===== config.mk =====
export PLATFORM = sky130hd
export DESIGN_NAME = sram_arb_512x56_flat
export DESIGN_NICKNAME = d
export VERILOG_FILES = /design/src/rtl/sram_arb_512x56_if.sv /design/src/rtl/sram_arb_512x56.sv /design/src/flat_wrapper.sv
export SDC_FILE = /design/constraint.sdc
export NUM_CORES = 1
export LEC_CHECK = 0
export CAP_MARGIN = 5
export CELL_PAD_IN_SITES_DETAIL_PLACEMENT = 1
export CELL_PAD_IN_SITES_GLOBAL_PLACEMENT = 1
export CORE_AREA = 4 4 156 158
export CTS_CLUSTER_DIAMETER = 60
export CTS_CLUSTER_SIZE = 30
export DETAILED_ROUTE_END_ITERATION = 7
export DIE_AREA = 0 0 160 162
export PLACE_DENSITY_LB_ADDON = 0.08
export SLEW_MARGIN = 10
export SYNTH_ARGS = -nofsm -noshare
export SYNTH_HDL_FRONTEND = slang
export SYNTH_SLANG_ARGS = --single-unit
export TNS_END_PERCENT = 1

===== constraint.sdc =====
create_clock -name clk -period 1.8 [get_ports clk]
set_clock_uncertainty 0.2 [all_clocks]
set_input_delay 0.27 -clock clk [delete_from_list [all_inputs] [get_ports clk]]
set_output_delay 0.27 -clock clk [all_outputs]
set_load 0.005 [all_outputs]

===== src/rtl/sram_arb_512x56_if.sv =====
// Bus bundle for sram_arb_512x56: two requester ports, the clear/init pair and
// the single-port SRAM macro pins. The arbiter uses the slave modport; the
// environment (requesters plus SRAM) uses the master modport.
interface sram_arb_512x56_if;
  logic        clear;
  logic        init_done;
  logic        req0;
  logic        req1;
  logic        we0;
  logic        we1;
  logic [8:0]  addr0;
  logic [8:0]  addr1;
  logic [55:0] wdata0;
  logic [55:0] wdata1;
  logic        gnt0;
  logic        gnt1;
  logic        rvalid0;
  logic        rvalid1;
  logic [55:0] rdata0;
  logic [55:0] rdata1;
  logic        mem_we;
  logic [8:0]  mem_addr;
  logic [55:0] mem_din;
  logic [55:0] mem_dout;

  modport slave (
    input  clear, req0, req1, we0, we1, addr0, addr1, wdata0, wdata1, mem_dout,
    output init_done, gnt0, gnt1, rvalid0, rvalid1, rdata0, rdata1,
           mem_we, mem_addr, mem_din
  );

  modport master (
    output clear, req0, req1, we0, we1, addr0, addr1, wdata0, wdata1, mem_dout,
    input  init_done, gnt0, gnt1, rvalid0, rvalid1, rdata0, rdata1,
           mem_we, mem_addr, mem_din
  );
endinterface


===== src/rtl/sram_arb_512x56.sv =====
// Two-port round-robin arbiter and sequencer for the 512x56 single-port SRAM.
// Grants are combinational on req; read data is captured the cycle after the
// access and announced with a one-cycle rvalid pulse.
// Optional macro SRAM_ARB_CLEAR_EN adds a zero sweep of the whole array after
// reset and on each clear pulse sampled while serving.
module sram_arb_512x56 (
  input logic              clk,
  input logic              resetn,
  sram_arb_512x56_if.slave bus
);

`ifdef SRAM_ARB_CLEAR_EN
  typedef enum logic [1:0] {StInit = 2'd0, StClear = 2'd1, StServe = 2'd2} state_e;
  logic [8:0] cnt_q;
`else
  typedef enum logic [1:0] {StInit = 2'd0, StServe = 2'd2} state_e;
  logic       unused_clear;
  assign unused_clear = bus.clear;
`endif

  state_e      state_q;
  logic        init_done_q;
  logic        last_q;      // 1: port 1 was granted most recently
  logic        gnt0, gnt1;
  logic        rd_vld_q;    // a read was granted last cycle
  logic        rd_port_q;   // which port that read belongs to
  logic        rvalid0_q, rvalid1_q;
  logic [55:0] rdata0_q, rdata1_q;

  // Arbitration: single requester wins outright, ties go to the port not served last.
  always_comb begin
    gnt0 = 1'b0;
    gnt1 = 1'b0;
    if (state_q == StServe) begin
      if (bus.req0 && bus.req1) begin
        gnt0 = last_q;
        gnt1 = ~last_q;
      end else begin
        gnt0 = bus.req0;
        gnt1 = bus.req1;
      end
    end
  end

  // SRAM pin mux: sweep counter while clearing, else the granted port, else idle zeros.
  always_comb begin
    bus.mem_we   = 1'b0;
    bus.mem_addr = 9'd0;
    bus.mem_din  = 56'd0;
    if (gnt0) begin
      bus.mem_we   = bus.we0;
      bus.mem_addr = bus.addr0;
      bus.mem_din  = bus.wdata0;
    end else if (gnt1) begin
      bus.mem_we   = bus.we1;
      bus.mem_addr = bus.addr1;
      bus.mem_din  = bus.wdata1;
    end
`ifdef SRAM_ARB_CLEAR_EN
    if (state_q == StClear) begin
      bus.mem_we   = 1'b1;
      bus.mem_addr = cnt_q;
    end
`endif
  end

  // Control FSM with registered init_done, round-robin pointer and sweep counter.
  always_ff @(posedge clk or negedge resetn) begin
    if (!resetn) begin
      state_q     <= StInit;
      init_done_q <= 1'b0;
      last_q      <= 1'b1;
`ifdef SRAM_ARB_CLEAR_EN
      cnt_q       <= 9'd0;
`endif
    end else begin
      if (gnt0) begin
        last_q <= 1'b0;
      end else if (gnt1) begin
        last_q <= 1'b1;
      end
      case (state_q)
        StInit: begin
`ifdef SRAM_ARB_CLEAR_EN
          state_q <= StClear;
          cnt_q   <= 9'd0;
`else
          state_q     <= StServe;
          init_done_q <= 1'b1;
`endif
        end
`ifdef SRAM_ARB_CLEAR_EN
        StClear: begin
          cnt_q <= cnt_q + 9'd1;
          if (cnt_q == 9'd511) begin
            state_q     <= StServe;
            init_done_q <= 1'b1;
          end
        end
`endif
        StServe: begin
`ifdef SRAM_ARB_CLEAR_EN
          if (bus.clear) begin
            state_q     <= StClear;
            init_done_q <= 1'b0;
            cnt_q       <= 9'd0;
          end
`endif
        end
        default: begin
          state_q     <= StInit;
          init_done_q <= 1'b0;
        end
      endcase
    end
  end

  // Read pipeline: tag at grant, capture mem_dout one cycle later, pulse rvalid after.
  // Runs independently of the FSM so a read granted alongside clear still completes.
  always_ff @(posedge clk or negedge resetn) begin
    if (!resetn) begin
      rd_vld_q  <= 1'b0;
      rd_port_q <= 1'b0;
      rvalid0_q <= 1'b0;
      rvalid1_q <= 1'b0;
      rdata0_q  <= 56'd0;
      rdata1_q  <= 56'd0;
    end else begin
      rd_vld_q  <= (gnt0 && !bus.we0) || (gnt1 && !bus.we1);
      rd_port_q <= gnt1;
      rvalid0_q <= rd_vld_q && !rd_port_q;
      rvalid1_q <= rd_vld_q && rd_port_q;
      if (rd_vld_q) begin
        if (rd_port_q) begin
          rdata1_q <= bus.mem_dout;
        end else begin
          rdata0_q <= bus.mem_dout;
        end
      end
    end
  end

  assign bus.init_done = init_done_q;
  assign bus.gnt0      = gnt0;
  assign bus.gnt1      = gnt1;
  assign bus.rvalid0   = rvalid0_q;
  assign bus.rvalid1   = rvalid1_q;
  assign bus.rdata0    = rdata0_q;
  assign bus.rdata1    = rdata1_q;

endmodule

===== src/flat_wrapper.sv =====
// flat-port wrapper written by rule: the top's interface ports become plain ports
module sram_arb_512x56_flat 
  (clk, resetn, bus_clear, bus_req0, bus_req1, bus_we0, bus_we1, bus_addr0, bus_addr1, bus_wdata0, bus_wdata1, bus_mem_dout, bus_init_done, bus_gnt0, bus_gnt1, bus_rvalid0, bus_rvalid1, bus_rdata0, bus_rdata1, bus_mem_we, bus_mem_addr, bus_mem_din);
  sram_arb_512x56_if bus_i ();
  input logic clk;
  input logic resetn;
  input wire logic [$bits(bus_i.clear)-1:0] bus_clear;
  input wire logic [$bits(bus_i.req0)-1:0] bus_req0;
  input wire logic [$bits(bus_i.req1)-1:0] bus_req1;
  input wire logic [$bits(bus_i.we0)-1:0] bus_we0;
  input wire logic [$bits(bus_i.we1)-1:0] bus_we1;
  input wire logic [$bits(bus_i.addr0)-1:0] bus_addr0;
  input wire logic [$bits(bus_i.addr1)-1:0] bus_addr1;
  input wire logic [$bits(bus_i.wdata0)-1:0] bus_wdata0;
  input wire logic [$bits(bus_i.wdata1)-1:0] bus_wdata1;
  input wire logic [$bits(bus_i.mem_dout)-1:0] bus_mem_dout;
  output wire logic [$bits(bus_i.init_done)-1:0] bus_init_done;
  output wire logic [$bits(bus_i.gnt0)-1:0] bus_gnt0;
  output wire logic [$bits(bus_i.gnt1)-1:0] bus_gnt1;
  output wire logic [$bits(bus_i.rvalid0)-1:0] bus_rvalid0;
  output wire logic [$bits(bus_i.rvalid1)-1:0] bus_rvalid1;
  output wire logic [$bits(bus_i.rdata0)-1:0] bus_rdata0;
  output wire logic [$bits(bus_i.rdata1)-1:0] bus_rdata1;
  output wire logic [$bits(bus_i.mem_we)-1:0] bus_mem_we;
  output wire logic [$bits(bus_i.mem_addr)-1:0] bus_mem_addr;
  output wire logic [$bits(bus_i.mem_din)-1:0] bus_mem_din;
  assign bus_i.clear = bus_clear;
  assign bus_i.req0 = bus_req0;
  assign bus_i.req1 = bus_req1;
  assign bus_i.we0 = bus_we0;
  assign bus_i.we1 = bus_we1;
  assign bus_i.addr0 = bus_addr0;
  assign bus_i.addr1 = bus_addr1;
  assign bus_i.wdata0 = bus_wdata0;
  assign bus_i.wdata1 = bus_wdata1;
  assign bus_i.mem_dout = bus_mem_dout;
  assign bus_init_done = bus_i.init_done;
  assign bus_gnt0 = bus_i.gnt0;
  assign bus_gnt1 = bus_i.gnt1;
  assign bus_rvalid0 = bus_i.rvalid0;
  assign bus_rvalid1 = bus_i.rvalid1;
  assign bus_rdata0 = bus_i.rdata0;
  assign bus_rdata1 = bus_i.rdata1;
  assign bus_mem_we = bus_i.mem_we;
  assign bus_mem_addr = bus_i.mem_addr;
  assign bus_mem_din = bus_i.mem_din;
  sram_arb_512x56 u_core (.clk(clk), .resetn(resetn), .bus(bus_i));
endmodule

=== Word level (Yosys, flattened, before mapping) ===
Cells that the tools add are included.
W data, S select, Z words.

* Input port bits: 193
* Memories kept: 0
* Flip-flop bits (word level): 120
* Bits in writable memories: 0
* Memory bits (read-only): 0
* Latch bits: 0

* Mux-type cells: 14
* Order comparisons: 0
* Shifts and indexed selects: 0
* Bitwise logic cells: 2
* Add/subtract/negate cells: 0
* Eq/ne operators: 1
* Div/mod/pow operators: 0
* Reductions and logical operators: 13
* Multipliers: 0

{| class="wikitable"
|+ Operators with widths
! kind !! number
|-
| $mux W56 || 2
|-
| $mux W9 || 2
|-
| $mux W1 || 8
|-
| $logic_and A1 B1 Y1 || 5
|-
| $pmux W2 S2 || 1
|-
| $reduce_and A2 Y1 || 2
|-
| $logic_not A1 Y1 || 3
|-
| $eq A2 B2 Y1 const B || 1
|-
| $logic_not A2 Y1 || 1
|-
| $not A1 Y1 || 2
|-
| $pmux W1 S2 || 1
|-
| $reduce_bool A2 Y1 || 1
|-
| $logic_or A1 B1 Y1 || 1
|}

=== Depth between registers and ports, before layout ===
* Depth after elaboration: 5
* Mapped depth: 6

=== Least setup slack after synthesis ===
Ideal clock, no wire load.

* Path kind: register -> output
* Start point: reg u_core.last_q
* End point: out bus_mem_din[46]
* Slack: 0.208 ns
* Arrival time: 1.122 ns
* Stages on the path, launching flop included: 6
* Path through: dfstp_2 -> nand2_1 -> nand2_1 -> buf_4 -> buf_2 -> o22ai_1

* Longest elaborated chain between the ends: 5

{| class="wikitable"
|+ Ends and longest elaborated chain
! element !! RTL line !! RTL
|-
| from (decl) || sram_arb_512x56.sv:23 || <nowiki>logic last_q;</nowiki>
|-
| from (signal assigned) || sram_arb_512x56.sv:72 || <nowiki>last_q <= 1'b1;</nowiki>
|-
| from (signal assigned) || sram_arb_512x56.sv:78 || <nowiki>last_q <= 1'b0;</nowiki>
|-
| from (signal assigned) || sram_arb_512x56.sv:80 || <nowiki>last_q <= 1'b1;</nowiki>
|-
| $not A1 Y1 || sram_arb_512x56.sv:37 || <nowiki>gnt1 = ~last_q;</nowiki>
|-
| $mux W1 || sram_arb_512x56.sv:35 || <nowiki>if (bus.req0 && bus.req1) begin</nowiki>
|-
| $mux W1 || sram_arb_512x56.sv:34 || <nowiki>if (state_q == StServe) begin</nowiki>
|-
| $mux W56 || sram_arb_512x56.sv:54 || <nowiki>end else if (gnt1) begin</nowiki>
|-
| $mux W56 * || sram_arb_512x56.sv:50 || <nowiki>if (gnt0) begin</nowiki>
|-
| to (decl) || flat_wrapper.sv:26 || <nowiki>output wire logic [$bits(bus_i.mem_din)-1:0] bus_mem_din;</nowiki>
|}

Every way passes the cells marked *; elsewhere a longest branch is shown, timed or not.

=== Worst setup path in the final report ===
* Start point: reg u_core.last_q
* End point: out bus_mem_din[49]

The elaborated chain is that of the path after synthesis.

==> impl_metrics.toml <==
[layout]
synthToLayoutAreaGrowth_pct = 96.2
layout.nets = 1180
layout-drive-gt1-share_pct = 21.2
mostFrequentLayoutCells = "nand2_1 (300), clkdlybuf4s50_1 (286), dfrtp_1 (116), buf_2 (65), mux2_1 (29)"
final_common_cell = "nand2_1"
final_area_um2 = 10700
nFillCells = 2611
final_cell_count_no_fill = 1292
fin_util_pct = 46.1

[synth]
syn_area_um2 = 5430
synth.avg_cell_area_um2 = 9.00
yosysWarnings = 0
synth_cell_types = 18
yosysSeqAreaShare_pct = 54.4
netlist_instances = 603
synth_nets = 796
ys_seq_elements = 118

[setup_path]
crit_arrival_ns = 1.69
end_kind = "primary output"
worstReg2RegEnd = "u_core.rd_port_q"
required_ns = 1.33
r2r_setup_slack_ns = 0.23
cp_slowest_cell = "dfstp_2"
slowest_delay_ns = 0.58
cp_max_fo = 5
path_class = "reg -> out"
critPathLaunchType = "flop"
reg2reg_depth = 6
cp_cell_sequence = "o21ai_4 -> buf_12 -> clkbuf_16 -> o22ai_2 -> buf_2"
r2r_start = "u_core.last_q"

[die]
core_um2 = 23100
die_w_um = 160
start_util_pct = 23.5
rows = 56
io_pins = 376
die_h_um = 162
dieArea_um2 = 25900

[detailed_routing]
wl_per_cell_um = 19.2
drt_iter0_markers = 136
viasPerCell = 4.45
drc = 0
finalWirelength_um = 24800
num_vias = 5754
firstDrtPassIters = 4
ant_nets = 0

[min_path]
hold_class = "in -> async"

[placement]
dp_cells = 1242
io_buffers = 374
hpwl_um = 17800
gp_congestion = 0.796
dpl-instance-area_um2 = 9650
post-place-ws_ns = -0.773

[global_routing]
grt_usage_pct = 18.0
grt_pass1_vias = 6226
grt_remaining_overflow = 0
grt_antenna_before_repair = 2
grt_pass1_wl_um = 36700
grt_max_degree = 56

[cts]
clockRootBuffer = "clkbuf_16"
numCtsBuffers = 17
h-tree-depth = 4
clk_pin_slew_worst_paths_ns = 0.06
cts_tree = "done"
cts_buffer_depth = 2
clock_latency_ns = 0.40
clock-sinks = 118

[timing]
fin_ws_ns = -0.363
grt_setup_unrepaired = "true"
finalSetupViolCount = 69
min_period_ns = 2.16
slew_viol_final = 0
fin_crit_sh_pct = 120
whs_ns = 0.114
finalHoldViolCount = 0
clock.fmax_ghz = 0.462

[power_and_ir_drop]
cellPowerDensity_nw_per_um2 = 1040
ir_drop_mv = 0.585
p_comb_share_pct = 34.8
leakagePower_nw = 4.90
intPower_mw = 7.95
p_sw_mw = 3.16
swShare_pct = 28.4
power_frac_clock_pct = 30.8
power_frac_seq_pct = 34.4

[status]
violations = "negative setup slack"
status = "finished with violations"

[job]
maxCapViolCount = 0
## repair_timing
| action | 4_1_cts | 5_1_grt |
|---|---|---|
| resized for setup | 281 | 88 |
| gates cloned | 4 | 7 |
| pin swaps | 2 | 19 |
| hold buffers | 1 | 0 |
| endpoints found under the hold margin | 118 | 0 |
| buffers inserted | 6 | 1 |
| endpoints found under the setup margin | 74 | 81 |
## sequential cells by signal, summed over array words and instances, names as in the netlist
name / flops
u_core.rd_vld_q: 1
u_core.bus.init_done: 1
u_core.bus.rdata0: 56
u_core.bus.rdata1: 56
u_core.last_q: 1
u_core.rd_port_q: 1
u_core.bus.rvalid1: 1
u_core.bus.rvalid0: 1
## power groups by stage
| stage | Sequential, mW | Combinational [mW] | Clock [mW] |
|---|---|---|---|
| floorplan | 3.92 | 0.953 | 0 |
| global placement | 3.85 | 3.74 | 0 |
| detailed placement | 3.88 | 3.76 | 0 |
| CTS | 3.83 | 3.80 | 3.56 |
| global route | 3.93 | 4.19 | 3.65 |
| finish | 3.82 | 3.87 | 3.42 |
## per-stage QoR
step                      setup TNS [ns]  total power, mW
final                             -21.50             11.1
after global routing              -25.36             11.8
after CTS                         -27.10             11.2
after detailed placement          -38.28             7.64
after global placement            -37.62             7.59
after floorplan                        0             4.87
## per-layer routing
layer	wire length (µm)	share of wire, %	global-route usage (%)
met1	9620	39	20.6
met2	12900	52	32.2
met3	1860	7.5	5.79
met4	465	1.9	5.12
met5	0	0	0
## synth_stat cells
cell | instances | area share, %
a31oi_1 | 1 | 0.12
buf_1 | 7 | 0.48
o22ai_1 | 66 | 7.6
a21oi_1 | 1 | 0.092
mux2_1 | 29 | 6.0
o21ai_2 | 1 | 0.16
dfstp_2 | 1 | 0.48
conb_1 | 1 | 0.069
nand2b_1 | 2 | 0.23
o32ai_1 | 1 | 0.16
dfrtp_1 | 117 | 54
buf_4 | 7 | 0.97
nand2_1 | 303 | 21
inv_1 | 4 | 0.28
clkbuf_1 | 14 | 0.97
mux2_2 | 27 | 5.6
buf_2 | 19 | 1.8
nor2_1 | 2 | 0.14
## area by class of cell
cell class	instances	area, µm²	area share, %
Timing Repair Buffer	412	4120	38.7
Sequential cell	118	2960	27.8
Multi-Input combinational cell	434	2590	24.3
Clock buffer	18	429	4.03
Tap cell	290	363	3.41
Clock inverter	14	166	1.56
Inverter	4	15.0	0.141
Antenna cell	2	5.00	0.0470
## critical path, delay by kind of cell (launching register included)
kind                   cells  cell delay [ns]
AO/OA/AOI/OAI              2             0.25
flip-flops                 1             0.58
buffers and inverters      3             0.45
## how the worst max path moves through the flow
| stage | startpoint | to | slack (ns) | cells past startpoint |
|---|---|---|---|---|
| after floorplan | u_core.last_q | bus_mem_din[46] | 0.21 | 5 |
| after global placement | bus_req0 | bus_gnt1 | -0.76 | 6 |
| after detailed placement | bus_req0 | bus_gnt1 | -0.77 | 6 |
| after CTS | u_core.last_q | bus_mem_din[11] | -0.51 | 5 |
| after global routing | u_core.last_q | bus_mem_din[49] | -0.42 | 5 |
| final | u_core.last_q | bus_mem_din[49] | -0.36 | 5 |
## cells by family after synthesis
| kind of cell | share of synthesized area, % |
|---|---|
| mux | 11.6 |
| simple gates | 21.3 |
| compound gates | 8.14 |
| buf+inv | 4.45 |
| flops | 54.4 |
| other cells | 0.0691 |
(Power assumes the default switching activity.)
